File: config.mk
export PLATFORM = sky130hd
export DESIGN_NAME = codificador_pt2262
export DESIGN_NICKNAME = d
export VERILOG_FILES = /design/src/rtl/codificador_pt2262.sv
export SDC_FILE = /design/constraint.sdc
export NUM_CORES = 1
export LEC_CHECK = 0
export BUFFER_PORTS_ARGS = -buffer_cell sky130_fd_sc_hd__buf_2
export CORE_MARGIN = 3
export CORE_UTILIZATION = 50
export DETAILED_ROUTE_END_ITERATION = 6
export PLACE_DENSITY = 0.74
export SLEW_MARGIN = 15
export SYNTH_ARGS = -nofsm -noshare
export SYNTH_HDL_FRONTEND = slang
export SYNTH_SLANG_ARGS = --single-unit
File: constraint.sdc
create_clock -name clk -period 3 [get_ports clk]
set_clock_uncertainty 0.2 [all_clocks]
set_input_delay 0.45 -clock clk [delete_from_list [all_inputs] [get_ports clk]]
set_output_delay 0.45 -clock clk [all_outputs]
set_load 0.02 [all_outputs]
File: src/rtl/codificador_pt2262.sv
// codificador_pt2262: PT2262-compatible serial encoder.
// Each frame is NSYM tri-state symbols of 32 alpha followed by a 128-alpha sync bit.
// One alpha is one period of the osc input.
// Ports:
//   clk          system clock
//   rst          asynchronous reset, active-low
//   osc          oscillator square wave, synchronous to clk; its rising edge is the alpha tick
//   te           transmit enable (level)
//   sym          2 bits per symbol, MSB pair sent first (00='0', 01='1', 1x='F')
//   dout         encoded serial output
//   busy         high while a frame is in progress
//   frame_done   one-clk pulse at the end of every sync bit
//   frames_sent  completed frames since reset (wraps)
module codificador_pt2262 #(
    parameter int unsigned NSYM       = 12,
    parameter int unsigned MIN_FRAMES = 4,
    parameter int unsigned NARROW     = 4,
    parameter int unsigned WIDE       = 12,
    parameter int unsigned SYNC_HIGH  = 4
) (
    input  logic                clk,
    input  logic                rst,
    input  logic                osc,
    input  logic                te,
    input  logic [2*NSYM-1:0]   sym,
    output logic                dout,
    output logic                busy,
    output logic                frame_done,
    output logic [7:0]          frames_sent
);

    localparam int unsigned SW   = 2 * NSYM;
    localparam int unsigned IDXW = (NSYM > 1) ? $clog2(NSYM) : 1;

    typedef enum logic [1:0] {
        ST_IDLE = 2'd0,
        ST_BITS = 2'd1,
        ST_SYNC = 2'd2
    } state_t;

    state_t            state;
    logic              osc_d;
    logic [SW-1:0]     shreg;
    logic [IDXW-1:0]   idx;
    logic [4:0]        a;
    logic [6:0]        s;
    logic [7:0]        burst;

    logic              tick;
    logic [7:0]        burst_inc;
    logic              more_frames;

    // Pulse width (in alpha) of half h of a symbol with code c.
    function automatic logic [4:0] width_of(input logic [1:0] c, input logic h);
        logic [4:0] w;
        case (c)
            2'b00:   w = 5'(NARROW);
            2'b01:   w = 5'(WIDE);
            default: w = h ? 5'(WIDE) : 5'(NARROW);
        endcase
        return w;
    endfunction

    // Output level for symbol c at alpha position pos within the symbol.
    function automatic logic bit_level(input logic [1:0] c, input logic [4:0] pos);
        return {1'b0, pos[3:0]} < width_of(c, pos[4]);
    endfunction

    function automatic logic sync_level(input logic [6:0] pos);
        return pos < 7'(SYNC_HIGH);
    endfunction

    // Alpha tick; osc_d resets high so a high osc at reset release is not a tick.
    assign tick        = osc & ~osc_d;
    assign burst_inc   = (burst == 8'hFF) ? burst : burst + 8'd1;
    assign more_frames = te || (burst_inc < 8'(MIN_FRAMES));

    // Encoder state machine; everything advances on alpha ticks only.
    always_ff @(posedge clk or negedge rst) begin
        if (!rst) begin
            state       <= ST_IDLE;
            osc_d       <= 1'b1;
            shreg       <= '0;
            idx         <= '0;
            a           <= '0;
            s           <= '0;
            burst       <= '0;
            dout        <= 1'b0;
            busy        <= 1'b0;
            frame_done  <= 1'b0;
            frames_sent <= '0;
        end else begin
            osc_d      <= osc;
            frame_done <= 1'b0;
            if (tick) begin
                unique case (state)
                    ST_IDLE: begin
                        if (te) begin
                            shreg <= sym;
                            burst <= '0;
                            idx   <= '0;
                            a     <= '0;
                            state <= ST_BITS;
                            busy  <= 1'b1;
                            dout  <= bit_level(sym[SW-1 -: 2], 5'd0);
                        end else begin
                            dout <= 1'b0;
                        end
                    end
                    ST_BITS: begin
                        if (a == 5'd31) begin
                            a <= '0;
                            if (idx == IDXW'(NSYM - 1)) begin
                                s     <= '0;
                                state <= ST_SYNC;
                                dout  <= sync_level(7'd0);
                            end else begin
                                idx   <= idx + IDXW'(1);
                                shreg <= shreg << 2;
                                dout  <= bit_level(shreg[SW-3 -: 2], 5'd0);
                            end
                        end else begin
                            a    <= a + 5'd1;
                            dout <= bit_level(shreg[SW-1 -: 2], a + 5'd1);
                        end
                    end
                    ST_SYNC: begin
                        if (s == 7'd127) begin
                            frame_done  <= 1'b1;
                            frames_sent <= frames_sent + 8'd1;
                            burst       <= burst_inc;
                            // Next frame follows with no gap while requested or below the minimum burst.
                            if (more_frames) begin
                                shreg <= sym;
                                idx   <= '0;
                                a     <= '0;
                                state <= ST_BITS;
                                dout  <= bit_level(sym[SW-1 -: 2], 5'd0);
                            end else begin
                                state <= ST_IDLE;
                                busy  <= 1'b0;
                                dout  <= 1'b0;
                            end
                        end else begin
                            s    <= s + 7'd1;
                            dout <= sync_level(s + 7'd1);
                        end
                    end
                    default: begin
                        state <= ST_IDLE;
                        busy  <= 1'b0;
                        dout  <= 1'b0;
                    end
                endcase
            end
        end
    end

endmodule

==> implementation parameters <==
Parameter                              Value

Final layout
  Most common cell after layout, fill and taps aside    sky130_fd_sc_hd__nand2_1
  Commonest non-fill, non-tap cells in the layout    sky130_fd_sc_hd__nand2_1, sky130_fd_sc_hd__dfrtp_1, sky130_fd_sc_hd__buf_2
  Fraction of final layout cells with drive strength greater than 1    0.212
  Area added between synthesis and finish    14.2%
  Final net count    between 400 and 500
  Filler cells    558
  N_diodes    0

Run
  # Max-Cap Violations    0

Routing
  DRC viols    0
  Starting DRC count in detailed routing    160
  Vias after detailed routing    2701
  Highest routed metal layer    met4
  Post-detailed-routing wire length    6820 um
  Average routed wire per standard cell    14.3 um
  Number of nets with antenna violations after detailed routing    0
  Number of iterations in the first detailed-routing pass    4
  Met2 wire length    3240 um
  Detailed-routing wirelength on met1    3160 um
  Met3 wire length    328 um
  Number of vias per cell after detailed routing    5.65

Synthesis
  Synth Register Bits    62
  Post-Synthesis Cells    354
  Netlist cell types    52
  Proportion of register bits with asynchronous set or reset after synthesis    1.00
  Count of flip-flops with a built-in enable after synthesis    0
  Nets in the synthesized netlist    between 300 and 400
  Average cell area after synthesis    between 9 and 10 um^2
  Sequential area share after synthesis    0.465
  Primary flip-flop cell chosen by synthesis mapping    sky130_fd_sc_hd__dfrtp_1
  Netlist area before placement    0.00334 mm^2
  Count of warnings emitted by yosys    0

Setup path
  Arrival time at the worst endpoint    between 2 and 3 ns
  Critical path peak fanout    27
  WP data required    3.02 ns
  Slowest cell on the critical path    sky130_fd_sc_hd__or4_4
  Critical Setup Path Class    flop to flop
  Kind of capture point of the worst setup path    flop
  List of cells traversed by the critical path    ha_1 > or4_4 > a32oi_4 > nand3_4 > a221o_1
  Largest incremental delay on the critical path    0.51 ns
  Launching element type of the critical path    flop

STA
  Final period utilization    0.892
  Post-route setup TNS    0 ns
  Slew of the pin with the lowest slew margin    0.772 ns
  Setup repair after global routing missed its margin    false
  Hold slack final    0.0306 ns
  Post-layout min period    2.67 ns
  Maximum clock frequency    0.374 GHz
  Final setup violation count    0
  Worst slew margin    0.485
  Slew Viols, Final    0
  Endpoints failing hold    0

Power
  Power Internal    1.77 mW
  Clock power frac    0.314
  Sequential group share of total power    0.473
  Power per standard cell area    648 mW/mm^2
  Maximum VDD drop    0.351 mV
  Sw frac    0.283
  Static leakage    1.88 nW
  Combinational share of power    0.213
  Sw power    0.700 mW

Place
  HPWL Detailed    4590 um
  Port-buffer cells    38
  Weighted congestion at the end of routability-driven global placement    approximately 0.88

Die
  Width of the die    87.7 um
  Io pins    39
  Vertical die dimension    87.7 um
  Row count    29
  Initial cell density of the core    0.520
  Die area    0.00770 mm^2
  Area of the core    about 0.0064 mm^2

Status
  Status    finished, final reports clean

Clock network
  Sinks on Clock Net    between 60 and 70
  Total CTS buffers    9
  Post-CTS sizing    0
  Clock root buffer    sky130_fd_sc_hd__clkbuf_8
  Post-cts hold buffer count    0
  TritonCTS clock tree    done
  Post-CTS repair timing setup buffer count    0
  Number of levels the H-tree was split into    3
  Worst-Skew Late Latency    0.34 ns
  Clock Tree Buf Depth    2
  Clock-pin transition on the worst setup and hold timing paths    roughly 0.070 ns

Hold path
  Hold WC Path Type    primary input to flop

GRT
  Gr ovfl total    0
  Via count of the first global-routing pass    between 2000 and 2500
  Initial antenna violation count    0
  First-pass GRT wire length    11400 um
  Pin count of the biggest net entering global routing    63
  Gr usage total    0.191
state kept, by name, summed over array words and instances, names as in the netlist, 2 cells and up:
register and cells:
a 5, state 2, idx 4, burst 8
shreg 24, frames_sent 8, s 7
final timing paths:
kind	to	startpoint	depth (start not counted)	slack (ns)
max	idx[2]	burst[0]	5	0.33
min	osc_d	osc	1	0.03
max reg2reg	idx[2]	burst[0]	5	0.33
min reg2reg	frames_sent[7]	frames_sent[7]	1	0.26
max in group asynchronous	burst[0]	rst	2	2.02
min in group asynchronous	s[6]	rst	2	0.04
synth_stat cells, types with 4 or more instances:
cell                       number  area [um^2]
sky130_fd_sc_hd__ha_1           7         87.6
sky130_fd_sc_hd__nand3_1        7         35.0
sky130_fd_sc_hd__nor3_1         9         45.0
sky130_fd_sc_hd__nor2_1        17         63.8
sky130_fd_sc_hd__mux2i_1        5         50.1
sky130_fd_sc_hd__dfrtp_1       61         1530
sky130_fd_sc_hd__nand4_1        6         37.5
sky130_fd_sc_hd__o21ai_0       17         85.1
sky130_fd_sc_hd__xnor2_1        8         70.1
sky130_fd_sc_hd__a21o_1         4         30.0
sky130_fd_sc_hd__nand2_1       92          345
sky130_fd_sc_hd__inv_1         11         41.3
sky130_fd_sc_hd__clkbuf_1       8         30.0
sky130_fd_sc_hd__and3_1         5         31.3
sky130_fd_sc_hd__nand2b_1       8         50.1
sky130_fd_sc_hd__a21oi_1       11         55.1
sky130_fd_sc_hd__mux2_2        21          236
worst max-delay path: cells and delay by family (launching register included):
kind                       cells  cell delay (ns)
and+or+nand+nor                2             0.86
AOI/OAI and AO/OA              2             0.76
DFF                            1             0.45
adders and majority gates      1             0.28
metrics by stage:
| step | setup WS (ns) | area, um^2 | util | power (mW) | std cells |
|---|---|---|---|---|---|
| 2_1_floorplan | 0.565 | 3340 | - | 1.56 | 354 |
| 3_3_place_gp | 0.373 | 3610 | 0.562 | 1.67 | 464 |
| 3_5_place_dp | 0.349 | 3610 | 0.562 | 1.71 | 464 |
| 4_1_cts | 0.331 | 3810 | 0.594 | 2.50 | 478 |
| 5_1_grt | 0.239 | 3810 | 0.594 | 2.63 | 478 |
| 6_report | 0.325 | 3810 | 0.594 | 2.47 | 478 |
layout make-up:
type,count,area (um^2),share of cell area
well taps,77,96.3,0.0253
clock inverters,4,73.8,0.0194
repair buffers,46,250,0.0656
flip-flops and latches,62,1550,0.407
clock buffers,10,128,0.0335
inverters,11,41.3,0.0108
multi-input cells,268,1670,0.438
power groups by stage:
stage / registers [mW] / clock network [mW] / logic (mW)
2_1_floorplan: 1.15 / 0 / 0.411
3_3_place_gp: 1.17 / 0 / 0.507
3_5_place_dp: 1.18 / 0 / 0.532
4_1_cts: 1.17 / 0.796 / 0.539
5_1_grt: 1.19 / 0.836 / 0.605
6_report: 1.17 / 0.776 / 0.527
logic make-up (layout without fill, tap and decap cells):
kind of cell,count (synthesis),count (layout),share of synthesized area
xor gates and xnor gates,10,10,0.0262
muxes,28,28,0.0925
buffers and inverters,24,71,0.0345
AOI/OAI and AO/OA,65,65,0.138
and+or+nand+nor,158,158,0.217
DFF,62,62,0.465
adders and majority gates,7,7,0.0262
per-layer routing:
layer | GRT usage | vias to the layer above
li1 | - | 1329
met1 | 0.263 | 1299
met2 | 0.279 | 65
met3 | 0.0508 | 8
met4 | 0.0921 | 0
met5 | 0 | -
(Power assumes the default switching activity.)
